`src/rtl/keypad_pkg.sv`:
```
// Shared definitions for the keypad matrix scanner: debounce FSM states,
// internal key-index type with its NONE encoding, and the key-code width helper.
package keypad_pkg;

  // Debounce FSM states.
  typedef enum logic [1:0] {
    IDLE        = 2'd0,
    DEB_PRESS   = 2'd1,
    HELD        = 2'd2,
    DEB_RELEASE = 2'd3
  } deb_state_e;

  // Internal key index is wide enough for an 8x8 matrix plus a spare code,
  // so NONE never collides with a real key whatever ROWS/COLS are.
  localparam int KEY_IDX_W = 7;
  typedef logic [KEY_IDX_W-1:0] key_idx_t;
  localparam key_idx_t KEY_NONE = '1;

  // Width of the external key_code port for a matrix of n_keys keys.
  function automatic int key_code_width(input int n_keys);
    return (n_keys > 2) ? $clog2(n_keys) : 1;
  endfunction

endpackage

```
`src/rtl/keypad_debounce.sv`:
```
// Frame-rate debounce FSM for the keypad scanner. Consumes one frame result
// per frame-close strobe and raises a one-cycle event strobe when a press
// (and, with KEYPAD_RELEASE_EVENT_EN defined, a release) has been stable for
// DEBOUNCE consecutive frames. Without the macro the release transition still
// happens but produces no event.
module keypad_debounce
  import keypad_pkg::*;
#(
  parameter int DEBOUNCE = 4
) (
  input  logic     clk,
  input  logic     rst,
  input  logic     frame_i,
  input  key_idx_t key_i,
  output logic     evt_o,
  output key_idx_t evt_key_o,
  output logic     evt_release_o
);

  localparam logic [3:0] DEB_N      = 4'(DEBOUNCE);
  localparam bit         FIRST_DONE = (DEBOUNCE == 1);

  deb_state_e state_q;
  logic [3:0] count_q;
  key_idx_t   cand_q;      // candidate key while debouncing a press, held key otherwise

  logic [3:0] count_inc;
  logic       press_done;
  logic       rel_done;

  assign count_inc = count_q + 4'd1;

  // Decide, at frame close, whether this frame completes a press or a release.
  always_comb begin
    // NOTE: every output of a combinational block gets a default first, so no path leaves it unassigned and infers a latch.
    press_done = 1'b0;
    rel_done   = 1'b0;
    evt_key_o  = cand_q;
    if (frame_i) begin
      unique case (state_q)
        IDLE: begin
          if (key_i != KEY_NONE && FIRST_DONE) begin
            press_done = 1'b1;
            evt_key_o  = key_i;
          end
        end
        DEB_PRESS: begin
          if (key_i != KEY_NONE) begin
            if (key_i == cand_q) begin
              press_done = (count_inc >= DEB_N);
            end else if (FIRST_DONE) begin
              press_done = 1'b1;
              evt_key_o  = key_i;
            end
          end
        end
        HELD: begin
          rel_done = (key_i != cand_q) && FIRST_DONE;
        end
        DEB_RELEASE: begin
          rel_done = (key_i != cand_q) && (count_inc >= DEB_N);
        end
        default: ;
      endcase
    end
  end

  // Debounce state machine; state and stability count move only at frame close.
  always_ff @(posedge clk) begin
    // NOTE: sequential state uses non-blocking assignments so every register samples pre-edge values.
    if (!rst) begin
      state_q <= IDLE;
      count_q <= 4'd0;
      cand_q  <= KEY_NONE;
    end else if (frame_i) begin
      unique case (state_q)
        IDLE: begin
          if (key_i != KEY_NONE) begin
            cand_q  <= key_i;
            state_q <= press_done ? HELD : DEB_PRESS;
            count_q <= press_done ? 4'd0 : 4'd1;
          end
        end
        DEB_PRESS: begin
          if (key_i == KEY_NONE) begin
            state_q <= IDLE;
            count_q <= 4'd0;
            cand_q  <= KEY_NONE;
          end else if (key_i == cand_q) begin
            state_q <= press_done ? HELD : DEB_PRESS;
            count_q <= press_done ? 4'd0 : count_inc;
          end else begin
            cand_q  <= key_i;
            state_q <= press_done ? HELD : DEB_PRESS;
            count_q <= press_done ? 4'd0 : 4'd1;
          end
        end
        HELD: begin
          if (key_i != cand_q) begin
            state_q <= rel_done ? IDLE : DEB_RELEASE;
            count_q <= rel_done ? 4'd0 : 4'd1;
            if (rel_done) cand_q <= KEY_NONE;
          end
        end
        DEB_RELEASE: begin
          if (key_i == cand_q) begin
            state_q <= HELD;
            count_q <= 4'd0;
          end else if (rel_done) begin
            state_q <= IDLE;
            count_q <= 4'd0;
            cand_q  <= KEY_NONE;
          end else begin
            count_q <= count_inc;
          end
        end
        default: state_q <= IDLE;
      endcase
    end
  end

`ifdef KEYPAD_RELEASE_EVENT_EN
  assign evt_o         = press_done | rel_done;
  assign evt_release_o = rel_done;
`else
  assign evt_o         = press_done;
  assign evt_release_o = 1'b0;
`endif

endmodule

```
`src/rtl/keypad_matrix_scan.sv`:
```
// Keypad matrix scanner: clock divider, one-hot row rotation, per-frame key
// accumulation with ghost rejection, debounce (keypad_debounce) and a one-deep
// valid/ready event register with overflow indication.
// Optional macro KEYPAD_RELEASE_EVENT_EN enables release events (see keypad_debounce).
module keypad_matrix_scan
  import keypad_pkg::*;
#(
  parameter  int ROWS     = 4,
  parameter  int COLS     = 3,
  parameter  int CLK_DIV  = 2500,
  parameter  int DEBOUNCE = 4,
  localparam int KEY_W    = key_code_width(ROWS * COLS)
) (
  input  logic                   clk,
  input  logic                   rst,
  input  logic [COLS-1:0]        in_from_keypad,
  output logic [ROWS-1:0]        out_to_keypad,
  output logic [KEY_W-1:0]       key_code,
  output logic [ROWS*COLS-1:0]   key_onehot,
  output logic                   key_release,
  output logic                   valid,
  input  logic                   ready,
  output logic                   overflow
);

  localparam int NKEYS = ROWS * COLS;
  localparam int CNT_W = $clog2(CLK_DIV);
  localparam int ROW_W = $clog2(ROWS);

  logic [CNT_W-1:0] div_q;
  logic [ROWS-1:0]  row_q;
  logic [ROW_W-1:0] row_idx_q;
  logic [1:0]       acc_hits_q;   // asserted bits so far this frame, saturating at 2
  key_idx_t         acc_key_q;

  logic             tick;
  logic             last_row;
  logic             frame_close;
  logic [1:0]       row_hits;
  key_idx_t         row_key;
  logic [2:0]       hit_sum;
  logic [1:0]       frame_hits;
  key_idx_t         frame_key_sel;
  key_idx_t         frame_key;

  logic             evt;
  key_idx_t         evt_key;
  logic             evt_release;

  logic [KEY_W-1:0] key_code_q;
  logic [NKEYS-1:0] key_onehot_q;
  logic             key_release_q;
  logic             valid_q;
  logic             overflow_q;

  assign tick        = (div_q == CNT_W'(CLK_DIV - 1));
  assign last_row    = (row_idx_q == ROW_W'(ROWS - 1));
  assign frame_close = tick & last_row;

  // Decode the column sense for the driven row and merge it into the frame result.
  always_comb begin
    row_hits = 2'd0;
    row_key  = KEY_NONE;
    for (int c = 0; c < COLS; c++) begin
      // Column 0 arrives on the MSB of in_from_keypad.
      if (in_from_keypad[COLS-1-c]) begin
        if (row_hits != 2'd2) row_hits = row_hits + 2'd1;
        row_key = key_idx_t'(int'(row_idx_q) * COLS + c);
      end
    end
    hit_sum       = {1'b0, acc_hits_q} + {1'b0, row_hits};
    frame_hits    = (hit_sum > 3'd1) ? 2'd2 : hit_sum[1:0];
    frame_key_sel = (acc_hits_q == 2'd1) ? acc_key_q : row_key;
    // Zero hits and two-or-more hits (ghosting) both report NONE.
    frame_key     = (frame_hits == 2'd1) ? frame_key_sel : KEY_NONE;
  end

  // Divider, row rotation and frame accumulation.
  always_ff @(posedge clk) begin
    if (!rst) begin
      div_q      <= '0;
      row_q      <= ROWS'(1);
      row_idx_q  <= '0;
      acc_hits_q <= 2'd0;
      acc_key_q  <= KEY_NONE;
    end else if (tick) begin
      div_q <= '0;
      row_q <= {row_q[ROWS-2:0], row_q[ROWS-1]};
      if (last_row) begin
        row_idx_q  <= '0;
        acc_hits_q <= 2'd0;
        acc_key_q  <= KEY_NONE;
      end else begin
        row_idx_q  <= row_idx_q + ROW_W'(1);
        acc_hits_q <= frame_hits;
        acc_key_q  <= frame_key_sel;
      end
    end else begin
      div_q <= div_q + CNT_W'(1);
    end
  end

  keypad_debounce #(
    .DEBOUNCE (DEBOUNCE)
  ) u_debounce (
    .clk           (clk),
    .rst           (rst),
    .frame_i       (frame_close),
    .key_i         (frame_key),
    .evt_o         (evt),
    .evt_key_o     (evt_key),
    .evt_release_o (evt_release)
  );

  // One-deep event register: a new event loads if the slot is free or being
  // consumed this cycle, otherwise it is dropped and overflow pulses.
  always_ff @(posedge clk) begin
    if (!rst) begin
      valid_q       <= 1'b0;
      key_code_q    <= '0;
      key_onehot_q  <= '0;
      key_release_q <= 1'b0;
      overflow_q    <= 1'b0;
    end else begin
      overflow_q <= 1'b0;
      if (evt) begin
        if (!valid_q || ready) begin
          valid_q       <= 1'b1;
          key_code_q    <= KEY_W'(evt_key);
          key_onehot_q  <= NKEYS'(1) << evt_key;
          key_release_q <= evt_release;
        end else begin
          overflow_q <= 1'b1;
        end
      end else if (valid_q && ready) begin
        valid_q      <= 1'b0;
        key_onehot_q <= '0;
      end
    end
  end

  assign out_to_keypad = row_q;
  assign key_code      = key_code_q;
  assign key_onehot    = key_onehot_q;
  assign key_release   = key_release_q;
  assign valid         = valid_q;
  assign overflow      = overflow_q;

endmodule

```
`config.mk`:
```
export PLATFORM = sky130hd
export DESIGN_NAME = keypad_matrix_scan
export DESIGN_NICKNAME = d
export VERILOG_FILES = /design/src/rtl/keypad_pkg.sv /design/src/rtl/keypad_debounce.sv /design/src/rtl/keypad_matrix_scan.sv
export SDC_FILE = /design/constraint.sdc
export NUM_CORES = 1
export LEC_CHECK = 0
export BUFFER_PORTS_ARGS = -buffer_cell sky130_fd_sc_hd__buf_2
export CORE_AREA = 3 3 82 84
export DETAILED_ROUTE_END_ITERATION = 10
export DIE_AREA = 0 0 85 87
export GPL_ROUTABILITY_DRIVEN = 0
export GPL_TIMING_DRIVEN = 0
export HOLD_SLACK_MARGIN = 0.1
export MAX_ROUTING_LAYER = met4
export PLACE_DENSITY = 0.75
export SLEW_MARGIN = 0
export SYNTH_ARGS = -nofsm -noshare
export SYNTH_HDL_FRONTEND = slang
export SYNTH_SLANG_ARGS = --single-unit
```
`constraint.sdc`:
```
create_clock -name clk -period 4.2 [get_ports clk]
set_input_delay 0.84 -clock clk [delete_from_list [all_inputs] [get_ports clk]]
set_output_delay 0.84 -clock clk [all_outputs]
set_load 0.005 [all_outputs]
```
==> impl_metrics.csv, run 1 <==
group,metric,value,unit
yosys,yosys_register_bits,58,
critical_path,max_stage_delay,0.59,ns
floorplanning,die_w,85,microns
clocking,clock_latency,0.34,ns
critical_path,crit_arrival,4.24,ns
finish,insertedDiodeCount,0,
critical_path,cp_slowest_cell,"fa_2",
routing,wl_per_cell,14.4,microns
power_and_ir_drop,p_sw,301,uW
timing,hold_viol,0,
place,placed_area,3500,sq um
clocking,root_buffer,"clkbuf_8",
global_route,antenna_found_initial,0,
clocking,cts.path.max_buffers,2,
routing,detail-route-antenna-nets,0,
critical_path,start_kind,"input port",
timing,period_minus_slack,4.03,ns
timing,tightestPinTransition,0.663,ns
global_route,grt_pass1_wl,13500,microns
power_and_ir_drop,p_per_area,311,nW/um^2
global_route,grt-ovfl-total,0,
yosys,syn_area_per_cell,7.80,sq um
global_route,track_usage,0.235,
place,pre_cts_ws,-0.688,ns
timing,fin_ws,0.174,ns
clocking,clkSinkCount,58,
yosys,synthesis.area,3270,sq um
clocking,cts_buffers,9,
routing,dr.first_iter.drc_count,218,
global_route,grt_max_degree,11,
critical_path,crit_fanout,8,
yosys,synth.net_count,436,
critical_path,critPathCaptureType,"flop",
timing,skew,0.00678,ns
power_and_ir_drop,p_int,891,uW
timing,setup_viol,0,
place,dp.final_hpwl,5650,microns
power_and_ir_drop,power.leakage,1.52,nW
min_path,worstHoldPathType,"reg2reg",
power_and_ir_drop,fin_total_pwr,1.19,mW
yosys,ys_warn_count,0,
routing,dr.pass1.iters,4,
finish,fin_nets,480,
critical_path,worstSetupPathType,"in2reg",
critical_path,crit_required,4.41,ns
routing,wirelength,7820,microns
clocking,cts_hold_buffers,0,
critical_path,worst-path-buf-inv,3,
global_route,grt_pass1_vias,2881,
yosys,synth_edf_count,0,
power_and_ir_drop,p_comb_frac,0.109,
floorplanning,initial_core_util,0.546,
floorplanning,dieArea,7400,sq um
power_and_ir_drop,swShare,0.252,
power_and_ir_drop,clkPwrFrac,0.423,
timing,finalHoldWorstSlack,0.447,ns
finish,final_util,0.638,
routing,via_count,3124,
floorplanning,rows,28,
finish,final_area,3820,sq um
critical_path,crit_family,"simple AND/OR/NAND/NOR gates",
timing,fmax,0.248,GHz
yosys,ys_types,59,
yosys,synthArstFlopShare,0,
clocking,cts_tree,"built",
yosys,synth-seq-area-share,0.355,
routing,via_per_inst,5.76,
timing,fin_crit_sh,0.959,
power_and_ir_drop,worst_ir_drop_vdd,0.226,mV
power_and_ir_drop,sequentialPowerShare,0.468,
clocking,cts_max_level,3,
job,cap_violations,0,
finish,drive_above_1_share,0.191,
routing,drc,0,
critical_path,path_cells,"buf_2 > inv_1 > ha_1 > mux2_2 > ha_1 > fa_2 > or3b_4 > a21oi_1 > o221a_2 > nor4_4 > nand2b_1 > nor4_4 > buf_6 > mux2i_2 > nor2_1",
timing,slew-limit-headroom,0.558,
timing,drv_slew,0,
place,io_buffers,27,
floorplanning,die_y,87,microns
floorplanning,io-pin-count,29,
finish,area_delta_synth_final,17.0,%
floorplanning,coreArea,5990,sq um
outcome,status,"completed",
clocking,clk_pin_slew,0.06,ns
yosys,synth_ff_type,"dfxtp_1",
yosys,synth_cells,419,
==> per-stage QoR <==
step | TNS (ns) | instances
finish | 0 | 542
global route | -0.0177 | 542
CTS | 0 | 536
detailed placement | -17.14 | 521
global placement | -15.60 | 521
floorplan | 0 | 419
==> placed cells by master (no fill, tap or decap), types with 8 or more instances in the layout <==
master and instances:
clkbuf_1 16, clkbuf_8 10, xor2_1 8, nand2_1 46, o21ai_0 14, a21oi_1 25
buf_2 34, nand3_1 17, nand4_1 14, dfxtp_1 58, nand2b_1 12, buf_4 9
and3_1 10, nor4_1 8, ha_1 10, nor2_1 51, nor3_1 24
==> cell type report <==
class,count,area (sq um)
Fill cell,547,2170
Multi-Input combinational cell,327,2050
Sequential cell,58,1160
Timing Repair Buffer,34,188
Clock buffer,12,145
Buffer,25,119
Tap cell,75,93.8
Clock inverter,3,40.0
Inverter,8,30.0
==> Yosys cell counts, drive strengths merged (2+ instances only) <==
cell type  number  area share
nor2b           4      0.0077
o221a           2      0.0069
and3           11       0.021
nor2           51       0.059
xnor2           5       0.013
nor3           26       0.043
xor2            8       0.021
nand2          48       0.058
nand3          18       0.028
or3             2      0.0038
o31ai           2      0.0046
o21a            2      0.0046
o21ai          23       0.042
a211oi          2      0.0046
buf            10       0.018
inv             7      0.0080
clkbuf         16       0.018
o22ai           3      0.0057
or3b            2      0.0054
nand4b          4       0.011
ha             10       0.038
mux2i           6       0.018
dfxtp          58        0.36
a21oi          27       0.042
nor4           11       0.023
nor3b           4      0.0092
a21o            3      0.0069
a31oi           3      0.0057
nand4          14       0.027
o32ai           5       0.013
and2            2      0.0038
nand2b         12       0.023
or4             2      0.0057
==> layer usage <==
layer / global-route usage / vias up / wire [microns]
li1: - / 1594 / -
met5: - / - / 0
met4: 0.0892 / 0 / 87
met3: 0.0605 / 9 / 388
met2: 0.373 / 75 / 3690
met1: 0.286 / 1446 / 3660
==> worst paths after layout <==
| check | start | end | slack (ns) | cells past startpoint |
|---|---|---|---|---|
| hold / removal | key_onehot[6] | key_onehot[6] | 0.45 | 2 |
| hold reg to reg | key_onehot[6] | key_onehot[6] | 0.45 | 2 |
| setup reg to reg | row_idx_q[0] | key_code[1] | 0.98 | 11 |
| setup / recovery | in_from_keypad[1] | key_code[1] | 0.17 | 15 |
==> logic make-up (layout without fill, tap and decap cells) <==
family,count (synthesis),count (layout),synth area share
compound gates,81,81,0.161
simple gates,214,214,0.336
buf+inv,34,82,0.0452
xor+xnor,13,13,0.0348
other cells,1,1,0.00115
flops,58,58,0.355
fa+ha+maj,11,11,0.0444
mux,7,7,0.0218
==> power by group through the flow <==
stage / Combinational, mW / Sequential (mW) / Clock (mW)
floorplan: 0.0799 / 0.569 / 0
global placement: 0.105 / 0.570 / 0
detailed placement: 0.106 / 0.570 / 0
CTS: 0.112 / 0.558 / 0.512
global route: 0.144 / 0.558 / 0.540
finish: 0.130 / 0.558 / 0.503
==> flip-flops by register name (all words and copies together), names as in the netlist <==
name,flops
u_debounce.state_q,2
out_to_keypad,4
overflow,1
valid,1
u_debounce.evt_key_o,7
acc_key_q,7
key_code,4
u_debounce.count_q,4
row_idx_q,2
div_q,12
acc_hits_q,2
key_onehot,12
==> tightest hold or removal path, cell delays in order (launching register included) <==
cell and delay, ns:
dfxtp_1 0.31, nand4_1 0.06, nand2_1 0.04
==> timing repair <==
| action | in CTS | in global routing |
|---|---|---|
| buffers inserted | 1 | 6 |
| pin swaps | 1 | 4 |
| gates resized for setup | 5 | 17 |
| endpoints found under the setup margin | 28 | 28 |
Power figures use the tool's default switching activity.
==> inputs of run 2 (changes only) <==
--- a/config.mk
+++ b/config.mk
@@ -14,6 +14,7 @@
 export HOLD_SLACK_MARGIN = 0.1
 export MAX_ROUTING_LAYER = met4
 export PLACE_DENSITY = 0.75
+export RECOVER_POWER = 100
 export SLEW_MARGIN = 0
 export SYNTH_ARGS = -nofsm -noshare
 export SYNTH_HDL_FRONTEND = slang
==> run 2 against run 1 <==
Count of clock-buffer cells in the layout stayed put. Largest power group unchanged. Cell area shrank 0.36%. Worst hold slack barely moved.
==> impl_metrics.csv, run 2 (same netlist as run 1, synthesis figures left out) <==
group,metric,value,unit
finish,area_delta_synth_final,16.6,%
timing,skew,0.00687,ns
routing,wl_per_cell,14.5,microns
critical_path,crit_family,"simple AND/OR/NAND/NOR gates",
timing,fin_crit_sh,0.959,
finish,final_cell_mix,"58 x dfxtp_1, 51 x nor2_1, 46 x nand2_1, 26 x buf_2, 25 x a21oi_1",
place,dp.cells,521,
finish,num-fill-cells,554,
timing,fmax,0.248,GHz
min_path,min_to,"key_onehot[6]",
global_route,grt-ovfl-total,0,
routing,via_per_inst,5.74,
critical_path,timing.rr.start,"row_idx_q[0]",
critical_path,critPathCaptureType,"flop",
finish,fin_nets,480,
power_and_ir_drop,power.leakage,1.49,nW
floorplanning,coreArea,5990,sq um
finish,drive_above_1_share,0.171,
critical_path,cp_slowest_cell,"fa_2",
min_path,worstHoldPathType,"reg2reg",
timing,hold_viol,0,
critical_path,reg2reg_depth,10,
timing,tightestPinTransition,0.671,ns
clocking,cts_tree,"built",
routing,dr.first_iter.drc_count,212,
outcome,status,"completed",
floorplanning,die_w,85,microns
routing,detail-route-antenna-nets,0,
timing,slew-limit-headroom,0.553,
floorplanning,die_y,87,microns
clocking,cts.path.max_buffers,2,
power_and_ir_drop,fin_total_pwr,1.19,mW
global_route,antenna_found_initial,0,
timing,setup_viol,0,
floorplanning,initial_core_util,0.546,
clocking,clock_latency,0.34,ns
finish,final_util,0.636,
min_path,hold_start,"key_onehot[6]",
critical_path,max_stage_delay,0.59,ns
global_route,track_usage,0.235,
critical_path,worstSetupPathType,"in2reg",
floorplanning,io-pin-count,29,
critical_path,worst-path-buf-inv,3,
timing,fin_ws,0.170,ns
critical_path,crit_arrival,4.24,ns
power_and_ir_drop,worst_ir_drop_vdd,0.227,mV
clocking,clkSinkCount,58,
place,pre_cts_ws,-0.688,ns
floorplanning,rows,28,
timing,drv_slew,0,
place,io_buffers,27,
finish,layout_commonest_cell,"dfxtp_1",
routing,wirelength,7840,microns
critical_path,path_cells,"buf_2 > inv_1 > ha_1 > mux2_2 > ha_1 > fa_2 > or3b_4 > a21oi_1 > o221a_2 > nor4_4 > nand2b_1 > nor4_4 > buf_6 > mux2i_2 > nor2_1",
min_path,min_path_cells,2,
place,placed_area,3500,sq um
finish,fin_cells,542,
finish,final_area,3810,sq um
critical_path,rr_endpoint,"overflow",
critical_path,crit_required,4.41,ns
finish,seqCellArea,1160,sq um
routing,dr.pass1.iters,4,
power_and_ir_drop,p_per_area,313,nW/um^2
routing,drc,0,
clocking,root_buffer,"clkbuf_8",
job,cap_violations,0,
global_route,grt_pass1_vias,2881,
finish,multi_input_comb_area,2040,sq um
global_route,grt_pass1_wl,13500,microns
timing,period_minus_slack,4.03,ns
critical_path,crit_fanout,8,
clocking,clk_pin_slew,0.06,ns
floorplanning,dieArea,7400,sq um
finish,insertedDiodeCount,0,
global_route,grt_max_degree,11,
place,dp.final_hpwl,5650,microns
clocking,cts_max_level,3,
routing,via_count,3110,
critical_path,r2r_slack,0.90,ns
clocking,cts_buffers,9,
critical_path,start_kind,"input port",
-- run 2: cell types whose count changed in the layout (fill, tap and decap cells not counted), sizes merged --
cell,change
clkbuf,+8
buf,-8
-- run 2: worst register-to-register path: stages, from the launching register on --
cell and delay (ns):
dfxtp_1 0.45, ha_1 0.22, clkbuf_1 0.36, nand4b_1 0.15, a31oi_1 0.46, o21ai_0 0.23
or3_1 0.41, o21ai_1 0.39, nor2_1 0.13, and3_1 0.21, and3_1 0.19
-- run 2: final cells by class --
cell class | instances | area share
Multi-Input combinational cell | 327 | 0.536
Sequential cell | 58 | 0.305
Timing Repair Buffer | 34 | 0.0469
Clock buffer | 12 | 0.0381
Buffer | 25 | 0.0309
Tap cell | 75 | 0.0246
Clock inverter | 3 | 0.0105
Inverter | 8 | 0.00788
-- run 2: through the flow --
stage | setup TNS, ns | hold slack, ns
finish | 0 | 0.447
global route | -0.0177 | 0.484
CTS | 0 | 0.452
detailed placement | -17.14 | 0.443
global placement | -15.60 | 0.438
floorplan | 0 | 0.426
-- run 2: worst max path at each step --
stage                           start                      end  slack (ns)  cells past startpoint
floorplan           in_from_keypad[1]              key_code[1]        0.08                     14
global route        in_from_keypad[1]              key_code[1]       -0.01                     16
finish              in_from_keypad[1]              key_code[1]        0.17                     15
detailed placement  in_from_keypad[1]  u_debounce.evt_key_o[2]       -0.69                     14
global placement    in_from_keypad[1]  u_debounce.evt_key_o[0]       -0.63                     14
CTS                 in_from_keypad[1]              key_code[2]        0.05                     15
-- run 2: power breakdown --
group          internal, mW  total (mW)  switching, mW
logic                0.0498       0.130         0.0799
clock network         0.285       0.504          0.219
registers             0.555       0.558        0.00266
-- run 2: metal layers --
metal / vias to the layer above / wire, microns / track usage / part of all wire
met4: 0 / 87 / 0.0892 / 0.011
met2: 78 / 3650 / 0.373 / 0.47
met5: - / 0 / - / 0
met1: 1427 / 3630 / 0.286 / 0.46
met3: 9 / 471 / 0.0605 / 0.060
li1: 1596 / - / - / -
-- run 2: repair_timing --
action / CTS / global route
cloned: 0 / 0
resized for setup: 5 / 17
setup buffers: 1 / 6
setup endpoints to repair: 28 / 28
hold buffers: 0 / 0
pin swaps: 1 / 4
